`config.mk`:
```
export PLATFORM = sky130hd
export DESIGN_NAME = mips_multicycle_ctrl
export DESIGN_NICKNAME = d
export VERILOG_FILES = /design/src/rtl/mips_multicycle_ctrl.sv
export SDC_FILE = /design/constraint.sdc
export NUM_CORES = 1
export LEC_CHECK = 0
export ABC_AREA = 1
export BUFFER_PORTS_ARGS = -buffer_cell sky130_fd_sc_hd__buf_2
export CAP_MARGIN = 25
export CORE_MARGIN = 2
export CORE_UTILIZATION = 30
export CTS_CLUSTER_DIAMETER = 30
export DETAILED_ROUTE_END_ITERATION = 8
export GPL_TIMING_DRIVEN = 0
export PLACE_DENSITY_LB_ADDON = 0.25
export SLEW_MARGIN = 15
export SYNTH_ARGS = -nofsm -noshare
export SYNTH_HDL_FRONTEND = slang
export SYNTH_SLANG_ARGS = --single-unit
```
`constraint.sdc`:
```
create_clock -name Clk -period 1.25 [get_ports Clk]
set_input_delay 0.25 -clock Clk [delete_from_list [all_inputs] [get_ports Clk]]
set_output_delay 0.25 -clock Clk [all_outputs]
set_load 0.005 [all_outputs]
```
`src/rtl/mips_multicycle_ctrl.sv`:
```
// -----------------------------------------------------------------------------
// mips_multicycle_ctrl
//   Moore control unit for the multicycle MIPS datapath. Decodes R-type, LW,
//   SW, BEQ, BNE, ADDI and J, and drives every datapath enable and mux select.
//   Memory accesses (FETCH, MEM_READ, MEM_WRITE) can be stretched by MEM_WAIT
//   extra cycles. Undefined opcodes either trap (sticky until reset) or are
//   treated as a NOP, depending on TRAP_ON_ILLEGAL.
//
// Parameters
//   MEM_WAIT        extra cycles each memory access is held (0 = single cycle)
//   ALUOP_W         width of ALUOp (>=2); ADD=0, SUB=1, FUNCT=2
//   TRAP_ON_ILLEGAL 1: undefined Op -> TRAP; 0: undefined Op -> FETCH
//
// Ports
//   Clk, Reset      clock (rising edge), asynchronous active-low reset
//   Op              opcode field of IR, used in DECODE and BRANCH only
//   PCWriteCond     conditional PC write (datapath gates with Zero ^ BranchNe)
//   PCWrite         unconditional PC write
//   BranchNe        invert Zero for BNE
//   IorD            memory address select: 0 = PC, 1 = ALUOut
//   MemWrite        memory write strobe
//   MemtoReg        register write data: 0 = ALUOut, 1 = MDR
//   IRWrite         load IR
//   MDRWrite        load MDR
//   PCSource        00 = ALU result, 01 = ALUOut, 10 = jump target
//   ALUOp           ALU operation class
//   ALUSrcA         0 = PC, 1 = A
//   ALUSrcB         00 = B, 01 = 4, 10 = sign-ext imm, 11 = sign-ext imm << 2
//   RegWrite        register-file write
//   RegDst          0 = rt, 1 = rd
//   AWrite, BWrite  load A / B
//   ALUOutWrite     load ALUOut
//   Illegal         high while in TRAP
//   State           current state encoding (debug)
// -----------------------------------------------------------------------------
module mips_multicycle_ctrl #(
  parameter int MEM_WAIT        = 0,
  parameter int ALUOP_W         = 3,
  parameter bit TRAP_ON_ILLEGAL = 1'b1
) (
  input  logic               Clk,
  input  logic               Reset,
  input  logic [5:0]         Op,
  output logic               PCWriteCond,
  output logic               PCWrite,
  output logic               BranchNe,
  output logic               IorD,
  output logic               MemWrite,
  output logic               MemtoReg,
  output logic               IRWrite,
  output logic               MDRWrite,
  output logic [1:0]         PCSource,
  output logic [ALUOP_W-1:0] ALUOp,
  output logic               ALUSrcA,
  output logic [1:0]         ALUSrcB,
  output logic               RegWrite,
  output logic               RegDst,
  output logic               AWrite,
  output logic               BWrite,
  output logic               ALUOutWrite,
  output logic               Illegal,
  output logic [3:0]         State
);

  typedef enum logic [3:0] {
    RST_ST    = 4'd0,
    FETCH     = 4'd1,
    DECODE    = 4'd2,
    MEM_ADDR  = 4'd3,
    MEM_READ  = 4'd4,
    MEM_WB    = 4'd5,
    MEM_WRITE = 4'd6,
    RTYPE     = 4'd7,
    RTYPE_WB  = 4'd8,
    ADDI_EX   = 4'd9,
    ADDI_WB   = 4'd10,
    BRANCH    = 4'd11,
    JUMP      = 4'd12,
    TRAP      = 4'd13
  } state_t;

  localparam logic [5:0] OP_RTYPE = 6'h00;
  localparam logic [5:0] OP_J     = 6'h02;
  localparam logic [5:0] OP_BEQ   = 6'h04;
  localparam logic [5:0] OP_BNE   = 6'h05;
  localparam logic [5:0] OP_ADDI  = 6'h08;
  localparam logic [5:0] OP_LW    = 6'h23;
  localparam logic [5:0] OP_SW    = 6'h2B;

  localparam logic [ALUOP_W-1:0] ALU_ADD   = ALUOP_W'(0);
  localparam logic [ALUOP_W-1:0] ALU_SUB   = ALUOP_W'(1);
  localparam logic [ALUOP_W-1:0] ALU_FUNCT = ALUOP_W'(2);

  // Wait counter is at least one bit wide so MEM_WAIT=0 still builds.
  localparam int               WC_W    = (MEM_WAIT < 1) ? 1 : $clog2(MEM_WAIT + 1);
  localparam logic [WC_W-1:0]  WC_LAST = WC_W'(MEM_WAIT);

  state_t          state, state_next;
  logic [WC_W-1:0] wc, wc_next;
  logic            is_store, is_store_next;
  logic            last;
  logic            mem_state;

  assign last      = (wc == WC_LAST);
  assign mem_state = (state == FETCH) || (state == MEM_READ) || (state == MEM_WRITE);

  // NOTE: sequential state uses non-blocking assignments so every register
  // samples the pre-edge values of the others, independent of block order.
  always_ff @(posedge Clk or negedge Reset) begin
    if (!Reset) begin
      state    <= RST_ST;
      wc       <= '0;
      is_store <= 1'b0;
    end else begin
      state    <= state_next;
      wc       <= wc_next;
      is_store <= is_store_next;
    end
  end

  // Next-state logic. LW/SW direction is latched at DECODE so an Op change
  // after DECODE cannot redirect MEM_ADDR.
  // NOTE: every variable written here gets a default first, so no path can
  // leave one unassigned and infer a latch.
  always_comb begin
    state_next    = state;
    is_store_next = is_store;
    unique case (state)
      RST_ST: state_next = FETCH;
      FETCH:  if (last) state_next = DECODE;
      DECODE: begin
        is_store_next = (Op == OP_SW);
        case (Op)
          OP_RTYPE:     state_next = RTYPE;
          OP_LW, OP_SW: state_next = MEM_ADDR;
          OP_BEQ,
          OP_BNE:       state_next = BRANCH;
          OP_ADDI:      state_next = ADDI_EX;
          OP_J:         state_next = JUMP;
          default:      state_next = TRAP_ON_ILLEGAL ? TRAP : FETCH;
        endcase
      end
      MEM_ADDR:  state_next = is_store ? MEM_WRITE : MEM_READ;
      MEM_READ:  if (last) state_next = MEM_WB;
      MEM_WB:    state_next = FETCH;
      MEM_WRITE: if (last) state_next = FETCH;
      RTYPE:     state_next = RTYPE_WB;
      RTYPE_WB:  state_next = FETCH;
      ADDI_EX:   state_next = ADDI_WB;
      ADDI_WB:   state_next = FETCH;
      BRANCH:    state_next = FETCH;
      JUMP:      state_next = FETCH;
      TRAP:      state_next = TRAP;
      default:   state_next = FETCH;
    endcase
  end

  // Counter runs only while holding a memory state; any state change clears it.
  always_comb begin
    wc_next = '0;
    if (mem_state && (state_next == state)) wc_next = wc + WC_W'(1);
  end

  // Moore output decode (BranchNe additionally looks at Op in BRANCH).
  always_comb begin
    PCWriteCond = 1'b0;
    PCWrite     = 1'b0;
    BranchNe    = 1'b0;
    IorD        = 1'b0;
    MemWrite    = 1'b0;
    MemtoReg    = 1'b0;
    IRWrite     = 1'b0;
    MDRWrite    = 1'b0;
    PCSource    = 2'b00;
    ALUOp       = ALU_ADD;
    ALUSrcA     = 1'b0;
    ALUSrcB     = 2'b00;
    RegWrite    = 1'b0;
    RegDst      = 1'b0;
    AWrite      = 1'b0;
    BWrite      = 1'b0;
    ALUOutWrite = 1'b0;
    Illegal     = 1'b0;
    case (state)
      FETCH: begin
        ALUSrcB = 2'b01;
        IRWrite = last;
        PCWrite = last;
      end
      DECODE: begin
        AWrite      = 1'b1;
        BWrite      = 1'b1;
        ALUSrcB     = 2'b11;
        ALUOutWrite = 1'b1;
      end
      MEM_ADDR, ADDI_EX: begin
        ALUSrcA     = 1'b1;
        ALUSrcB     = 2'b10;
        ALUOutWrite = 1'b1;
      end
      MEM_READ: begin
        IorD     = 1'b1;
        MDRWrite = last;
      end
      MEM_WB: begin
        RegWrite = 1'b1;
        MemtoReg = 1'b1;
      end
      MEM_WRITE: begin
        IorD     = 1'b1;
        MemWrite = 1'b1;
      end
      RTYPE: begin
        ALUSrcA     = 1'b1;
        ALUOp       = ALU_FUNCT;
        ALUOutWrite = 1'b1;
      end
      RTYPE_WB: begin
        RegWrite = 1'b1;
        RegDst   = 1'b1;
      end
      ADDI_WB: RegWrite = 1'b1;
      BRANCH: begin
        ALUSrcA     = 1'b1;
        ALUOp       = ALU_SUB;
        PCWriteCond = 1'b1;
        PCSource    = 2'b01;
        BranchNe    = (Op == OP_BNE);
      end
      JUMP: begin
        PCWrite  = 1'b1;
        PCSource = 2'b10;
      end
      TRAP:    Illegal = 1'b1;
      default: ;
    endcase
  end

  assign State = state;

endmodule

```
==> summary.txt, run 1 <==
Fill count - 201
# rows - 16
Sw Share - 46.6%
H-tree depth - 1
Most frequent cells in the layout - buf_2 (29), nor2_1 (18), buf_4 (16), nand2_1 (14), inv_1 (12)
Hold crit path type - input port to flip-flop
Area delta synth->final - 86.8%
Worst slack at placement - -0.175 ns
Iter 0 DRT Violations - 4
Post-DR vias/cell - 4.42
Buffers on Ports - 32
Proportion of layout cells with a drive suffix above 1 - 58.5%
Post-synthesis xor/xnor area fraction - 0%
Fin. max-slew vios - 0
Final setup margin - -0.319 ns
IO Pins - 34
Area contributors post-synth - dfrtp_1 (24%), nand3_1 (13%), nor2_1 (12%)
Minimum clock period - 1.57 ns
Max Root-Sink Buffers - 2
Clk pwr share - 6.6%
Die height - 49.6 microns
Failing checks - negative setup slack
Worst Path Arrival - 1.32 ns
Register area share after synthesis - 24.0%
Synth Warn # - 0
Worst EP required - 1.00 ns
Routed wire length - 1950 microns
Die Wd - 49.6 microns
Worst setup SP type - flip-flop
Worst path slowest cell - dfrtp_1
Clock Sinks - 6
Setup-failing EPs final - 24
Ant. Diodes - 0
Complex-gate fraction of the synthesized area - 3.41%
Psw - 1.19 mW
Status - finished, violations left
Adder-Cell Fraction of Synth Area - 0%
Largest net degree at the start of global routing - 8
Fin. Hold Viols - 0
Multiplexer share of the synthesized area - 0%
Final Wtd Congestion - 0.865
Critical path class - flip-flop to output port
Gr usage total - 14.9%
Drt pass-1 iters - 4
Total negative slack - -5.02 ns
Max cap viols - 0
Clk pin slew, worst setup/hold paths - 0.04 ns
Pwr Total - 2.56 mW
Average cell area after synthesis - 6.00 sq um
TritonCTS Buffers - 3
Total global routing overflow - 0
RSZ-0062 raised after global routing - true
Post-DP HPWL - 1340 microns
Avg WL per Cell - 10.5 microns
Via count - 823
ANT nets after route - 0
Kind of end point of the critical path - output port
Commonest non-fill, non-tap cell in the layout - buf_2
Die area - 2460 sq um
Skew-Pair Late Insertion Delay - 0.23 ns
Int Pwr - 1.37 mW
Peak Freq - 637 MHz
Largest family of logic cells by synthesized area - simple AND/OR/NAND/NOR gates
CTS tree - done
Synth Area in Simple Gates - 54.9%
Crit-path cells - buf_6 -> nor2_4 -> buf_6 -> nand2_2 -> nand2_2 -> buf_2
Nets - 169
Initial core utilization - 31.8%
CP max stage delay - 0.38 ns
Period utilisation layout - 126%
Synth top area share - 24.0%
Cell variety after synth - 19
Clock skew - 0.00200 ns
PwrDens - 2200 nW/um^2
Initial antenna violation count - 0
Mapped cell area - 624 sq um
Gate power share - 79.0%
Flop pwr share - 14.4%
Root Driver - clkbuf_4
Crit-path max FO - 7
FF+latch count, synth - 6
Leakage - 0.694 nW
DRC viols - 0
Core Footprint - 1960 sq um
Number of global-route vias before repair - 765
Post-Syn Instances - 104
Global-route wire length before repair - 3060 microns
Area leader, netlist - dfrtp_1
VDD IR max - 0.812 mV
## power by group through the flow
stage / clock network [mW] / logic [mW] / registers [mW]
after floorplan: 0 / 0.806 / 0.344
after global placement: 0 / 1.20 / 0.348
after detailed placement: 0 / 1.21 / 0.349
after CTS: 0.175 / 1.71 / 0.358
after global routing: 0.189 / 2.19 / 0.381
final: 0.169 / 2.02 / 0.370
## synthesized netlist by cell type
cell,instances
nand2_2,5
conb_1,1
dfrtp_1,6
buf_4,5
nor3_1,1
nand4_1,2
clkinv_2,1
inv_1,13
nand3_1,16
nand3_2,1
o21ai_1,1
nand2_1,19
inv_2,4
nor2_2,1
nor4_1,1
nor2_4,4
o21ai_0,2
nor2_1,20
o22ai_1,1
## critical path: cells and delay by family (launching register included)
family	cells	cell delay, ns
buf+inv	3	0.38
flops	1	0.38
simple gates	3	0.32
## metrics by stage
step	hold slack, ns	util [%]	cell area [sq um]	cells
final	0.343	59.4	1170	186
after floorplan	-0.0456	-	628	105
after global routing	0.371	59.4	1170	186
after global placement	0.0732	41.9	822	164
after CTS	0.356	53.4	1050	182
after detailed placement	0.0767	41.9	822	164
## layout make-up
| cell class | instances | area [sq um] | area share, % |
|---|---|---|---|
| Buffer | 5 | 48.8 | 4.18 |
| Clock buffer | 3 | 22.5 | 1.93 |
| Inverter | 18 | 80.1 | 6.87 |
| Multi-Input combinational cell | 76 | 489 | 42.0 |
| Sequential cell | 6 | 153 | 13.1 |
| Tap cell | 27 | 33.8 | 2.90 |
| Timing Repair Buffer | 51 | 339 | 29.1 |
## per-layer routing
layer / part of all wire (%) / GRT usage (%) / up-vias
li1: - / - / 430
met1: 41 / 19.1 / 370
met2: 54 / 26.7 / 23
met3: 4.8 / 1.21 / 0
met4: 0 / 4.17 / 0
met5: 0 / 0 / -
## sequential cells by signal, summed over array words and instances (netlist names)
signal / count
is_store: 1
wc: 1
State: 4
## final timing paths
| check | start | endpoint | slack [ns] | depth (start not counted) |
|---|---|---|---|---|
| worst max-delay path | State[3]$_DFF_PN0_ | ALUSrcB[0] | -0.32 | 6 |
| worst min-delay path | Op[2] | is_store$_DFFE_PN0P_ | 0.34 | 4 |
| worst max register to register | State[3]$_DFF_PN0_ | State[0]$_DFF_PN0_ | -0.19 | 10 |
| worst min register to register | is_store$_DFFE_PN0P_ | is_store$_DFFE_PN0P_ | 0.53 | 2 |
| max in group asynchronous | Reset | State[2]$_DFF_PN0_ | 0.74 | 2 |
| min in group asynchronous | Reset | is_store$_DFFE_PN0P_ | 0.36 | 2 |
## what timing repair did
action / CTS / global route
endpoints found under the setup margin: 21 / 26
buffers inserted: 14 / 5
hold endpoints to repair: 6 / 0
gates resized for setup: 24 / 21
hold buffers: 1 / 0
pin swaps: 10 / 9
## cells by family (layout without fill, tap and decap cells)
kind of cell,count (synthesis),after routing
and+or+nand+nor,70,70
buffers and inverters,23,77
DFF,6,6
AOI/OAI and AO/OA,4,4
other,1,2
No activity file was read; power rests on OpenSTA's default activity.
==> run 2: changes to the inputs <==
Settings changed: CORE_MARGIN 2 to unset, PLACE_DENSITY set to 0.58, PLACE_DENSITY_LB_ADDON 0.25 to unset, SLEW_MARGIN 15 to unset.
==> summary.txt, run 2 (synthesis gave the netlist of run 1 again) <==
Clk pin slew, worst setup/hold paths - 0.04 ns (about the same)
Worst Path Arrival - 1.35 ns (+0.03 ns)
Critical path class - flip-flop to output port
TritonCTS Buffers - 3 (unchanged)
Worst reg2reg endpoint - State[0]$_DFF_PN0_
Crit-path max FO - 6 (-1)
Peak Freq - 624 MHz (-2.0%)
Via count - 888 (+7.9%)
Die area - 2270 sq um (-7.9%)
Fin. Hold Viols - 0 (unchanged)
PwrDens - 2270 nW/um^2 (+3.2%)
Kind of end point of the critical path - output port
CTS tree - done
Skew-Pair Late Insertion Delay - 0.24 ns (about the same)
Fill count - 186 (-7.5%)
Post-layout util - 63.8% (+4.4 points)
Clock skew - 0.00364 ns (+0.00164 ns)
Die height - 47.6 microns (-4.0%)
Max Root-Sink Buffers - 2 (unchanged)
Worst slack at placement - -0.182 ns (-0.00616 ns)
ANT nets after route - 0 (unchanged)
Avg WL per Cell - 11.9 microns (+14%)
Initial antenna violation count - 0 (unchanged)
Gr usage total - 17.2% (+2.2 points)
Worst setup SP type - flip-flop
Hold WS - 0.351 ns (+0.00833 ns)
Final Instance Area - 1250 sq um (+7.4%)
Die Wd - 47.6 microns (-4.0%)
Number of global-route vias before repair - 702 (-8.2%)
Commonest non-fill, non-tap cell in the layout - buf_2
H-tree depth - 1 (unchanged)
Worst Hold End - is_store$_DFFE_PN0P_
Area delta synth->final - 101%
Max cap viols - 0 (unchanged)
Hold_sp - Op[2]
IO Pins - 34 (unchanged)
Clock Sinks - 6 (unchanged)
RSZ-0062 raised after global routing - true
Post-DP HPWL - 1310 microns (-2.4%)
Post-DR vias/cell - 4.63 (+4.5%)
Max reg flops - 4 (unchanged)
Buffers on Ports - 32 (unchanged)
Post-Place Cell Area - 822 sq um (unchanged)
DRC viols - 0 (unchanged)
Failing checks - negative setup slack
Total global routing overflow - 0 (unchanged)
# rows - 16 (unchanged)
Hold path depth - 4 (unchanged)
Worst EP required - 1.00 ns (about the same)
Nets - 175 (+3.6%)
Setup-failing EPs final - 24 (unchanged)
Minimum clock period - 1.60 ns (+0.0327 ns)
Fin. max-slew vios - 0 (unchanged)
Hold crit path type - input port to flip-flop
Largest net degree at the start of global routing - 8 (unchanged)
Status - finished, violations left
Worst reg2reg startpoint - State[3]$_DFF_PN0_
Leakage - 0.717 nW (+3.3%)
Ant. Diodes - 0 (unchanged)
R2r setup slk - -0.10 ns (+0.09 ns)
Initial core utilization - 31.8% (unchanged)
Routed wire length - 2290 microns (+18%)
Proportion of layout cells with a drive suffix above 1 - 63.6% (+5.1 points)
VDD IR max - 1.01 mV (+25%)
Final setup margin - -0.352 ns (-0.0327 ns)
Drt pass-1 iters - 5 (+1)
Global-route wire length before repair - 2770 microns (-9.5%)
Cell count of the worst reg-to-reg path - 9 (-1)
Final Wtd Congestion - 0.893 (+3.2%)
Most frequent cells in the layout - buf_2 (27), buf_4 (19), nor2_1 (17), buf_6 (15), nand2_1 (13)
Period utilisation layout - 128% (+2.6 points)
Iter 0 DRT Violations - 10 (+6)
Core Footprint - 1960 sq um (unchanged)
Root Driver - clkbuf_4
run 2: cell types whose count changed in the layout (fill, tap and decap cells not counted), moves of 2 or more:
cell	previous run	this run
buf_6	10	15
buf_4	16	19
nand2_2	4	7
buf_2	29	27
inv_1	12	10
inv_2	2	4
run 2: layer usage:
metal	routed length [microns]	up-vias	track usage, %
met5	0	-	0
met3	134	2	6.04
met4	12	0	3.33
met2	1220	38	29.3
met1	925	403	21.1
li1	-	445	-
run 2: power breakdown:
group          internal (mW)  total, mW  switching, mW  leakage, nW
sequential             0.273      0.365         0.0914       0.0729
combinational           1.15       2.30           1.15        0.630
clock                  0.108      0.174         0.0653       0.0138
run 2: how the worst max path moves through the flow:
| stage | from | endpoint | slack [ns] | cells after the start |
|---|---|---|---|---|
| CTS | State[0]$_DFF_PN0_ | PCWrite | -0.29 | 6 |
| detailed placement | State[2]$_DFF_PN0_ | BranchNe | -0.18 | 4 |
| global placement | State[2]$_DFF_PN0_ | BranchNe | -0.20 | 4 |
| finish | State[0]$_DFF_PN0_ | ALUOutWrite | -0.35 | 6 |
| global route | State[0]$_DFF_PN0_ | ALUOutWrite | -0.43 | 6 |
| floorplan | State[2]$_DFF_PN0_ | BranchNe | 0.006 | 3 |
run 2: metrics by stage:
step | total power [mW] | std cells | setup TNS (ns)
after CTS | 2.23 | 181 | -4.64
after global placement | 1.55 | 164 | -0.753
after floorplan | 1.15 | 105 | 0
after global routing | 3.07 | 192 | -7.76
final | 2.84 | 192 | -5.76
after detailed placement | 1.55 | 164 | -0.790
run 2: critical path, cell delays in order (launching register included):
cell	delay [ns]
dfrtp_1	0.35
buf_6	0.14
inv_4	0.04
nor2_4	0.19
nand3_2	0.15
nand3_1	0.11
buf_2	0.12
run 2: layout make-up:
| cell class | count | area, sq um | share of cell area (%) |
|---|---|---|---|
| sequential | 6 | 153 | 12.2 |
| multi-input combinational | 76 | 507 | 40.5 |
| timing repair buffer | 57 | 408 | 32.6 |
| inverter | 18 | 80.1 | 6.39 |
| clock buffer | 3 | 22.5 | 1.80 |
| tap | 27 | 33.8 | 2.70 |
| buffer | 5 | 48.8 | 3.90 |
run 2: repair_timing:
action,in CTS,in global routing
hold buffers,1,0
buffers inserted,13,12
hold endpoints to repair,6,0
resized for setup,28,27
pin swaps,10,19
setup endpoints to repair,21,27
==> run 3: changes to the inputs <==
Settings changed: TNS_END_PERCENT set to 5.
==> summary.txt, run 3 (synthesis gave the netlist of run 1 again) <==
Failing checks - negative setup slack
IO Pins - 34 (unchanged)
Minimum clock period - 1.58 ns (-0.0259 ns)
Total global routing overflow - 0 (unchanged)
Setup-failing EPs final - 24 (unchanged)
Fin. max-slew vios - 0 (unchanged)
Initial antenna violation count - 0 (unchanged)
Commonest non-fill, non-tap cell in the layout - buf_2
Final Wtd Congestion - 0.893 (unchanged)
ANT nets after route - 0 (unchanged)
Status - finished, violations left
VDD IR max - 0.914 mV (-9.8%)
Routed wire length - 1920 microns (-16%)
Number of global-route vias before repair - 647 (-7.8%)
Clock skew - 0.00425 ns (+0.000610 ns)
Largest net degree at the start of global routing - 8 (unchanged)
PwrDens - 2240 nW/um^2 (-0.99%)
Leakage - 0.661 nW (-7.8%)
Die height - 47.6 microns (unchanged)
Global-route wire length before repair - 2640 microns (-4.7%)
Drt pass-1 iters - 4 (-1)
Buffers on Ports - 32 (unchanged)
Skew-Pair Late Insertion Delay - 0.24 ns (about the same)
Clock Sinks - 6 (unchanged)
Via count - 841 (-5.3%)
Hold crit path type - input port to flip-flop
TritonCTS Buffers - 3 (unchanged)
Hold WS - 0.334 ns (-0.0169 ns)
Proportion of layout cells with a drive suffix above 1 - 56.4% (-7.2 points)
Area delta synth->final - 78.8%
Gr usage total - 16.3% (-0.85 points)
Period utilisation layout - 126% (-2.1 points)
Post-layout util - 56.9% (-7.0 points)
Worst EP required - 1.00 ns (about the same)
Root Driver - clkbuf_4
Fill count - 204 (+9.7%)
Most frequent cells in the layout - buf_2 (27), nor2_1 (18), nand2_1 (15), buf_4 (13)
Worst Path Arrival - 1.33 ns (-0.02 ns)
Int Pwr - 1.36 mW (-11%)
Gate power share - 78.8% (-2.2 points)
Max Root-Sink Buffers - 2 (unchanged)
Sw Share - 45.6% (-0.47 points)
Register area - 153 sq um (unchanged)
Nets - 166 (-5.1%)
Die area - 2270 sq um (unchanged)
Max cap viols - 0 (unchanged)
RSZ-0062 raised after global routing - true
DRC viols - 0 (unchanged)
Post-DP HPWL - 1310 microns (unchanged)
Clk pwr share - 6.9% (+0.8 points)
Max reg flops - 4 (unchanged)
Peak Freq - 635 MHz (+1.6%)
Psw - 1.14 mW (-13%)
CTS tree - done
Multi-input gate area - 449 sq um (-11%)
H-tree depth - 1 (unchanged)
Critical path class - flip-flop to output port
Avg WL per Cell - 10.5 microns (-12%)
Ant. Diodes - 0 (unchanged)
Post-Place Cell Area - 822 sq um (unchanged)
Die Wd - 47.6 microns (unchanged)
Final Instance Area - 1120 sq um (-11%)
# rows - 16 (unchanged)
Worst setup SP type - flip-flop
Core Footprint - 1960 sq um (unchanged)
Post-DR vias/cell - 4.60 (-0.64%)
Crit-path max FO - 6 (unchanged)
Kind of end point of the critical path - output port
R2r setup slk - -0.09 ns (about the same)
Initial core utilization - 31.8% (unchanged)
Iter 0 DRT Violations - 21 (+11)
Flop pwr share - 14.2% (+1.3 points)
Fin. Hold Viols - 0 (unchanged)
Clk pin slew, worst setup/hold paths - 0.04 ns (about the same)
Final setup margin - -0.326 ns (+0.0259 ns)
==> run 3: changes by cell type in the layout (fill, tap and decap cells not counted), sizes merged <==
cell / change
buf: -9
==> run 3: metal layers <==
metal | up-vias | track usage [%] | wire length [microns]
met1 | 381 | 21.5 | 830
met2 | 34 | 28.5 | 966
met3 | 0 | 4.53 | 125
met4 | 0 | 0 | 0
li1 | 426 | - | -
met5 | - | 0 | 0
==> run 3: critical path, stage by stage (launching register included) <==
cell	delay (ns)
dfrtp_1	0.35
buf_6	0.14
inv_4	0.04
nor2_4	0.18
nand3_2	0.16
nand3_2	0.12
buf_6	0.09
==> run 3: layout make-up <==
type / instances / area share (%)
Timing Repair Buffer: 48 / 29.5
Buffer: 5 / 4.37
Clock buffer: 3 / 2.02
Sequential cell: 6 / 13.7
Tap cell: 27 / 3.03
Multi-Input combinational cell: 76 / 40.2
Inverter: 18 / 7.17
==> run 3: worst paths after layout <==
kind | start | depth (start not counted) | end
min in group asynchronous | Reset | 2 | wc$_DFF_PN0_
worst max register to register | State[0]$_DFF_PN0_ | 9 | State[1]$_DFF_PN0_
worst max-delay path | State[0]$_DFF_PN0_ | 6 | ALUSrcB[1]
max in group asynchronous | Reset | 2 | State[1]$_DFF_PN0_
worst min-delay path | Op[2] | 4 | is_store$_DFFE_PN0P_
worst min register to register | is_store$_DFFE_PN0P_ | 2 | is_store$_DFFE_PN0P_
==> run 3: what timing repair did <==
| item | CTS | global route |
|---|---|---|
| endpoints found under the setup margin | 21 | 27 |
| endpoints found under the hold margin | 6 | 0 |
| cloned | 0 | 0 |
| hold buffers | 1 | 0 |
| pin swaps | 7 | 9 |
| setup buffers | 9 | 6 |
| gates resized for setup | 25 | 14 |
==> run 3: power groups by stage <==
stage                     logic [mW]  registers [mW]  clock network, mW
after global routing            2.16           0.369              0.199
after CTS                       1.61           0.353              0.184
after detailed placement        1.20           0.348                  0
after global placement          1.20           0.348                  0
after floorplan                0.806           0.344                  0
final                           1.98           0.357              0.173
==> run 3: metrics by stage <==
stage	TNS [ns]	cells	setup slack [ns]	total power [mW]
5_1_grt	-7.14	183	-0.406	2.73
3_3_place_gp	-0.753	164	-0.197	1.55
3_5_place_dp	-0.790	164	-0.182	1.55
4_1_cts	-4.64	177	-0.293	2.15
6_report	-5.02	183	-0.326	2.51
2_1_floorplan	0	105	0.00621	1.15
